## config.mk

```make
export PLATFORM = sky130hd
export DESIGN_NAME = add_sub_seq_flat
export DESIGN_NICKNAME = d
export VERILOG_FILES = /design/src/rtl/add_sub_seq_if.sv /design/src/rtl/add_sub_seq.sv /design/src/flat_wrapper.sv
export SDC_FILE = /design/constraint.sdc
export NUM_CORES = 1
export LEC_CHECK = 0
export CORE_ASPECT_RATIO = 0.8
export CORE_MARGIN = 10
export CORE_UTILIZATION = 40
export DETAILED_ROUTE_END_ITERATION = 16
export DONT_BUFFER_PORTS = 1
export GPL_TIMING_DRIVEN = 1
export HOLD_SLACK_MARGIN = 0.02
export PLACE_DENSITY = 0.63
export SKIP_CTS_REPAIR_TIMING = 1
export SYNTH_ARGS = -nofsm -noshare
export SYNTH_HDL_FRONTEND = slang
export SYNTH_SLANG_ARGS = --single-unit
```

## constraint.sdc

```tcl
create_clock -name clk -period 3.8 [get_ports clk]
set_clock_uncertainty 0.2 [all_clocks]
set_input_delay 0.38 -clock clk [delete_from_list [all_inputs] [get_ports clk]]
set_output_delay 0.38 -clock clk [all_outputs]
set_load 0.005 [all_outputs]
```

## src/rtl/add_sub_seq_if.sv

```systemverilog
// -----------------------------------------------------------------------------
// add_sub_seq_if
// Request/response bundle for the sequential adder/subtractor.
//   in_valid/in_ready  : request handshake (producer -> ALU)
//   a, b, sub          : operands and mode (sub=1 -> a-b)
//   out_valid/out_ready: result handshake (ALU -> consumer)
//   s, Z, N, C, V      : result and NZCV flags
// master: the side that issues requests and takes results.
// slave : the add_sub_seq block itself.
// -----------------------------------------------------------------------------
interface add_sub_seq_if #(
  parameter int WIDTH = 32
);
  logic             in_valid;
  logic             in_ready;
  logic [WIDTH-1:0] a;
  logic [WIDTH-1:0] b;
  logic             sub;
  logic             out_valid;
  logic             out_ready;
  logic [WIDTH-1:0] s;
  logic             Z;
  logic             N;
  logic             C;
  logic             V;

  modport master (
    output in_valid, a, b, sub, out_ready,
    input  in_ready, out_valid, s, Z, N, C, V
  );

  modport slave (
    input  in_valid, a, b, sub, out_ready,
    output in_ready, out_valid, s, Z, N, C, V
  );
endinterface

```

## src/rtl/add_sub_seq.sv

```systemverilog
// -----------------------------------------------------------------------------
// add_sub_seq
// Multi-cycle adder/subtractor with NZCV flags. Sums CHUNK bits per clock
// through a registered carry, so a result takes WIDTH/CHUNK cycles.
//   clk : rising-edge clock
//   rst : synchronous, active-high reset
//   bus : add_sub_seq_if slave (request in, result out, valid/ready both sides)
// Subtract is A + ~B + 1: B is inverted at capture and the initial carry is 1.
// -----------------------------------------------------------------------------
module add_sub_seq #(
  parameter int WIDTH = 32,
  parameter int CHUNK = 8
) (
  input  logic         clk,
  input  logic         rst,
  add_sub_seq_if.slave bus
);

  localparam int NUM_CHUNKS = WIDTH / CHUNK;
  localparam int IDX_W      = (NUM_CHUNKS > 1) ? $clog2(NUM_CHUNKS) : 1;
  localparam logic [IDX_W-1:0] LAST_IDX = IDX_W'(NUM_CHUNKS - 1);

  if (WIDTH < 2) begin : g_bad_width
    $error("add_sub_seq: WIDTH must be >= 2");
  end
  if (CHUNK < 1 || (WIDTH % CHUNK) != 0) begin : g_bad_chunk
    $error("add_sub_seq: CHUNK must divide WIDTH exactly");
  end

  typedef enum logic [1:0] {
    IDLE = 2'd0,
    RUN  = 2'd1,
    DONE = 2'd2
  } state_t;

  state_t           r_state;
  logic             r_in_ready;
  logic             r_out_valid;
  logic [WIDTH-1:0] r_a;
  logic [WIDTH-1:0] r_b;        // already inverted for subtract
  logic             r_carry;
  logic [IDX_W-1:0] r_idx;
  logic [WIDTH-1:0] r_s;
  logic             r_z;
  logic             r_n;
  logic             r_c;
  logic             r_v;

  int               w_base;
  logic [CHUNK-1:0] w_a_chunk;
  logic [CHUNK-1:0] w_b_chunk;
  logic [CHUNK:0]   w_chunk_sum;
  logic [WIDTH-1:0] w_s_next;
  logic             w_carry_msb_in;

  // Current chunk's sum, and the full s as it will read after this edge.
  // NOTE: every combinational output gets a default before any conditional
  // write so that no path leaves it unassigned and a latch is inferred.
  always_comb begin
    w_base      = int'(r_idx) * CHUNK;
    w_a_chunk   = r_a[w_base +: CHUNK];
    w_b_chunk   = r_b[w_base +: CHUNK];
    w_chunk_sum = {1'b0, w_a_chunk} + {1'b0, w_b_chunk} + {{CHUNK{1'b0}}, r_carry};
    w_s_next    = r_s;
    w_s_next[w_base +: CHUNK] = w_chunk_sum[CHUNK-1:0];
    // Sum bit = a ^ b ^ cin, so the carry into the top bit falls out of the
    // top bit's operands and result without a second adder.
    w_carry_msb_in = w_a_chunk[CHUNK-1] ^ w_b_chunk[CHUNK-1] ^ w_chunk_sum[CHUNK-1];
  end

  // NOTE: all state here uses non-blocking assignments so every register
  // samples pre-edge values, independent of statement order.
  always_ff @(posedge clk) begin
    if (rst) begin
      r_state     <= IDLE;
      r_in_ready  <= 1'b1;
      r_out_valid <= 1'b0;
      r_a         <= '0;
      r_b         <= '0;
      r_carry     <= 1'b0;
      r_idx       <= '0;
      r_s         <= '0;
      r_z         <= 1'b0;
      r_n         <= 1'b0;
      r_c         <= 1'b0;
      r_v         <= 1'b0;
    end else begin
      case (r_state)
        IDLE: begin
          if (bus.in_valid) begin
            r_a        <= bus.a;
            r_b        <= bus.b ^ {WIDTH{bus.sub}};
            r_carry    <= bus.sub;
            r_idx      <= '0;
            r_in_ready <= 1'b0;
            r_state    <= RUN;
          end
        end

        RUN: begin
          r_s     <= w_s_next;
          r_carry <= w_chunk_sum[CHUNK];
          if (r_idx == LAST_IDX) begin
            r_c         <= w_chunk_sum[CHUNK];
            r_v         <= w_carry_msb_in ^ w_chunk_sum[CHUNK];
            r_z         <= (w_s_next == '0);
            r_n         <= w_s_next[WIDTH-1];
            r_out_valid <= 1'b1;
            r_state     <= DONE;
          end else begin
            r_idx <= r_idx + 1'b1;
          end
        end

        DONE: begin
          // Result held until taken; acceptance reopens only on the next edge.
          if (bus.out_ready) begin
            r_out_valid <= 1'b0;
            r_in_ready  <= 1'b1;
            r_state     <= IDLE;
          end
        end

        default: begin
          r_out_valid <= 1'b0;
          r_in_ready  <= 1'b1;
          r_state     <= IDLE;
        end
      endcase
    end
  end

  assign bus.in_ready  = r_in_ready;
  assign bus.out_valid = r_out_valid;
  assign bus.s         = r_s;
  assign bus.Z         = r_z;
  assign bus.N         = r_n;
  assign bus.C         = r_c;
  assign bus.V         = r_v;

endmodule

```

## src/flat_wrapper.sv

```systemverilog
// flat-port wrapper written by rule: the top's interface ports become plain ports
module add_sub_seq_flat 
#(
  parameter int WIDTH = 32,
  parameter int CHUNK = 8
)
  (clk, rst, bus_in_valid, bus_a, bus_b, bus_sub, bus_out_ready, bus_in_ready, bus_out_valid, bus_s, bus_Z, bus_N, bus_C, bus_V);
  add_sub_seq_if #(.WIDTH(WIDTH)) bus_i ();
  input  logic clk;
  input  logic rst;
  input wire logic [$bits(bus_i.in_valid)-1:0] bus_in_valid;
  input wire logic [$bits(bus_i.a)-1:0] bus_a;
  input wire logic [$bits(bus_i.b)-1:0] bus_b;
  input wire logic [$bits(bus_i.sub)-1:0] bus_sub;
  input wire logic [$bits(bus_i.out_ready)-1:0] bus_out_ready;
  output wire logic [$bits(bus_i.in_ready)-1:0] bus_in_ready;
  output wire logic [$bits(bus_i.out_valid)-1:0] bus_out_valid;
  output wire logic [$bits(bus_i.s)-1:0] bus_s;
  output wire logic [$bits(bus_i.Z)-1:0] bus_Z;
  output wire logic [$bits(bus_i.N)-1:0] bus_N;
  output wire logic [$bits(bus_i.C)-1:0] bus_C;
  output wire logic [$bits(bus_i.V)-1:0] bus_V;
  assign bus_i.in_valid = bus_in_valid;
  assign bus_i.a = bus_a;
  assign bus_i.b = bus_b;
  assign bus_i.sub = bus_sub;
  assign bus_i.out_ready = bus_out_ready;
  assign bus_in_ready = bus_i.in_ready;
  assign bus_out_valid = bus_i.out_valid;
  assign bus_s = bus_i.s;
  assign bus_Z = bus_i.Z;
  assign bus_N = bus_i.N;
  assign bus_C = bus_i.C;
  assign bus_V = bus_i.V;
  add_sub_seq #(.WIDTH(WIDTH), .CHUNK(CHUNK)) u_core (.clk(clk), .rst(rst), .bus(bus_i));
endmodule
```

==> flow_metrics.env <==
export IMPL_cts_sinks=107
export IMPL_cp_start_kind="flop"
export IMPL_cts_htree_levels=3
export IMPL_p_leak_nw=2.02
export IMPL_dieArea_mm2=0.0172
export IMPL_worstRegToRegCells=10
export IMPL_wl_per_cell_um=19.0
export IMPL_cp_required_ns=3.89
export IMPL_rsz0062_at_grt="false"
export IMPL_yosysTopAreaCell="dfxtp_1"
export IMPL_synth_top_area_share_pct=43.5
export IMPL_ctsLongestPathBuffers=2
export IMPL_cp_data_arrival_time_ns=3.62
export IMPL_vias=3871
export IMPL_synthArstFlopShare_pct=0
export IMPL_grt_antenna_before_repair=0
export IMPL_reg2reg_slack_ns=0.27
export IMPL_p_total_w=0.00258
export IMPL_min_path_type="in -> reg"
export IMPL_endpoint_kind="flop"
export IMPL_post_route_period_util_pct=92.8
export IMPL_synth_edff_count=0
export IMPL_dp_hpwl_um=9560
export IMPL_crit_fanout=20
export IMPL_cap_violations=0
export IMPL_start_util_pct=40.7
export IMPL_synth_area_mm2=0.00493
export IMPL_insertedDiodeCount=0
export IMPL_power_per_cell_area_mw_per_mm2=459
export IMPL_place_congestion=0.849
export IMPL_fmaxAchievable_ghz=0.284
export IMPL_drc=0
export IMPL_fin_cells=699
export IMPL_nets=627
export IMPL_fin_ws_ns=0.273
export IMPL_viasPerCell=5.54
export IMPL_yosysMostFrequentCell="dfxtp_1"
export IMPL_slew_headroom_pct=41.9
export IMPL_rows=36
export IMPL_ys_top_cells_by_area="dfxtp_1, mux4_2, nor2_1, xnor2_1, nand2_1"
export IMPL_die_h_um=119
export IMPL_cts_made_buffers=9
export IMPL_tightest_slew_ns=0.865
export IMPL_period_needed_ns=3.53
export IMPL_track_usage_pct=15.1
export IMPL_synth_common_cells="dfxtp_1, nor2_1, nand2_1"
export IMPL_grt_ovfl_total=0
export IMPL_grt_first_pass_wirelength_um=20700
export IMPL_hold_path_cell_count=2
export IMPL_synth_seq_area_share_pct=43.5
export IMPL_finalSetupTns_ns=0
export IMPL_dpl_worst_slack_ns=0.293
export IMPL_synthesis_nets=620
export IMPL_ys_warn_count=0
export IMPL_area_delta_synth_final_pct=14.0
export IMPL_drt_wl_total_um=13300
export IMPL_cts_root_buffer="clkbuf_16"
export IMPL_irDropWorstVdd_v=0.000272
export IMPL_ant_nets=0
export IMPL_drv_slew=0
export IMPL_setup_viol=0
export IMPL_finalHoldViolCount=0
export IMPL_outcome="finished, final reports clean"
export IMPL_path_clk_slew_ns=0.07
export IMPL_ys_types=48
export IMPL_grt_pass1_vias=3768
export IMPL_core_area_mm2=0.0121
export IMPL_dp_cells=654
export IMPL_tritoncts="built"
export IMPL_synth_main_ff_cell="dfxtp_1"
export IMPL_synth_avg_cell_area_um2=9.19
export IMPL_dr_pass1_iters=5
export IMPL_port_buffers=0
export IMPL_worstSetupPathType="reg -> reg"
export IMPL_die_w_um=144
export IMPL_first_iter_violations=286
export IMPL_ios=107
export IMPL_clock_latency_ns=0.35
export IMPL_grt_max_degree=109
export IMPL_n_fill_cell=1133
export IMPL_synth_seq_cells=107
export IMPL_synth_cells=536
export IMPL_drive_gt1_share_pct=9.14
==> registers in the layout, indices dropped and copies added, names as in the netlist, 2 cells and up <==
| signal | flops |
|---|---|
| u_core.bus.s | 32 |
| u_core.r_a | 32 |
| u_core.r_b | 32 |
| u_core.r_idx | 2 |
| u_core.r_state | 2 |
==> per-layer routing <==
layer  global-route usage, %  share of wire, %  vias up
li1                        -                 -     1901
met1                    19.9                46     1831
met5                       0                 0        -
met2                    22.1                44      129
met4                    3.38              0.90        0
met3                    6.71               8.8       10
==> final timing paths <==
check | from | endpoint
min reg2reg | u_core.r_a[15] | u_core.r_a[15]
min | bus_a[16] | u_core.r_a[16]
max reg2reg | u_core.r_idx[1] | u_core.bus.Z
max | u_core.r_idx[1] | u_core.bus.Z
==> worst max-delay path, stage by stage, from the launching register on <==
cell and delay [ns]:
dfxtp_1 0.36, buf_4 0.30, mux4_2 0.37, fa_1 0.43
fa_1 0.42, a211oi_2 0.28, nor2_1 0.10, xor2_1 0.22
or3_1 0.42, o41ai_2 0.22, a21o_1 0.15
==> where the power goes <==
| group | leakage [nW] | switching [W] | internal (W) | total [W] |
|---|---|---|---|---|
| clock network | 0.141 | 0.000421 | 0.000514 | 0.000935 |
| registers | 0.876 | 0.0000403 | 0.00118 | 0.00122 |
| logic | 1.01 | 0.000240 | 0.000180 | 0.000420 |
| total | 2.02 | 0.000702 | 0.00188 | 0.00258 |
==> layout make-up <==
cell class / instances / area (um^2) / share of cell area [%]
flip-flops and latches: 107 / 2140 / 38.1
clock buffers: 10 / 229 / 4.08
clock inverters: 5 / 62.6 / 1.11
repair buffers: 35 / 355 / 6.33
inverters: 3 / 11.3 / 0.200
well taps: 152 / 190 / 3.39
multi-input cells: 387 / 2630 / 46.8
==> logic make-up after synthesis <==
logic type	synth area share [%]
adder cells (fa/ha/maj)	4.11
AO/OA/AOI/OAI	17.7
multiplexers	7.72
flip-flops	43.5
AND/OR/NAND/NOR	16.9
buffers and inverters	3.40
XOR/XNOR	6.73
==> cell usage in the layout, fill, tap and decap left out, types with 2 or more instances in the layout <==
master and instances:
a21o_1 3, nor3_1 6, mux2i_1 2, a211oi_1 34, clkbuf_16 9, dlygate4sd3_1 29
nor4_1 7, a21oi_1 44, a31oi_1 2, nor2b_1 3, buf_4 5, dfxtp_1 107
nor2_1 83, a22oi_1 33, inv_1 3, mux4_2 16, ha_1 13, nand2_1 70
xor2_1 2, o21ai_1 2, fa_1 2, xnor2_1 34, nor3b_2 2, nand2b_1 4
==> stage by stage <==
stage               util [%]  area, um^2  hold WS [ns]
finish                  46.4        5620        0.0110
global route            46.4        5620        0.0294
CTS                     43.7        5300       -0.0975
detailed placement      41.3        5010         0.242
global placement        41.3        5010         0.236
floorplan                  -        4930         0.233
Power figures use the tool's default switching activity.
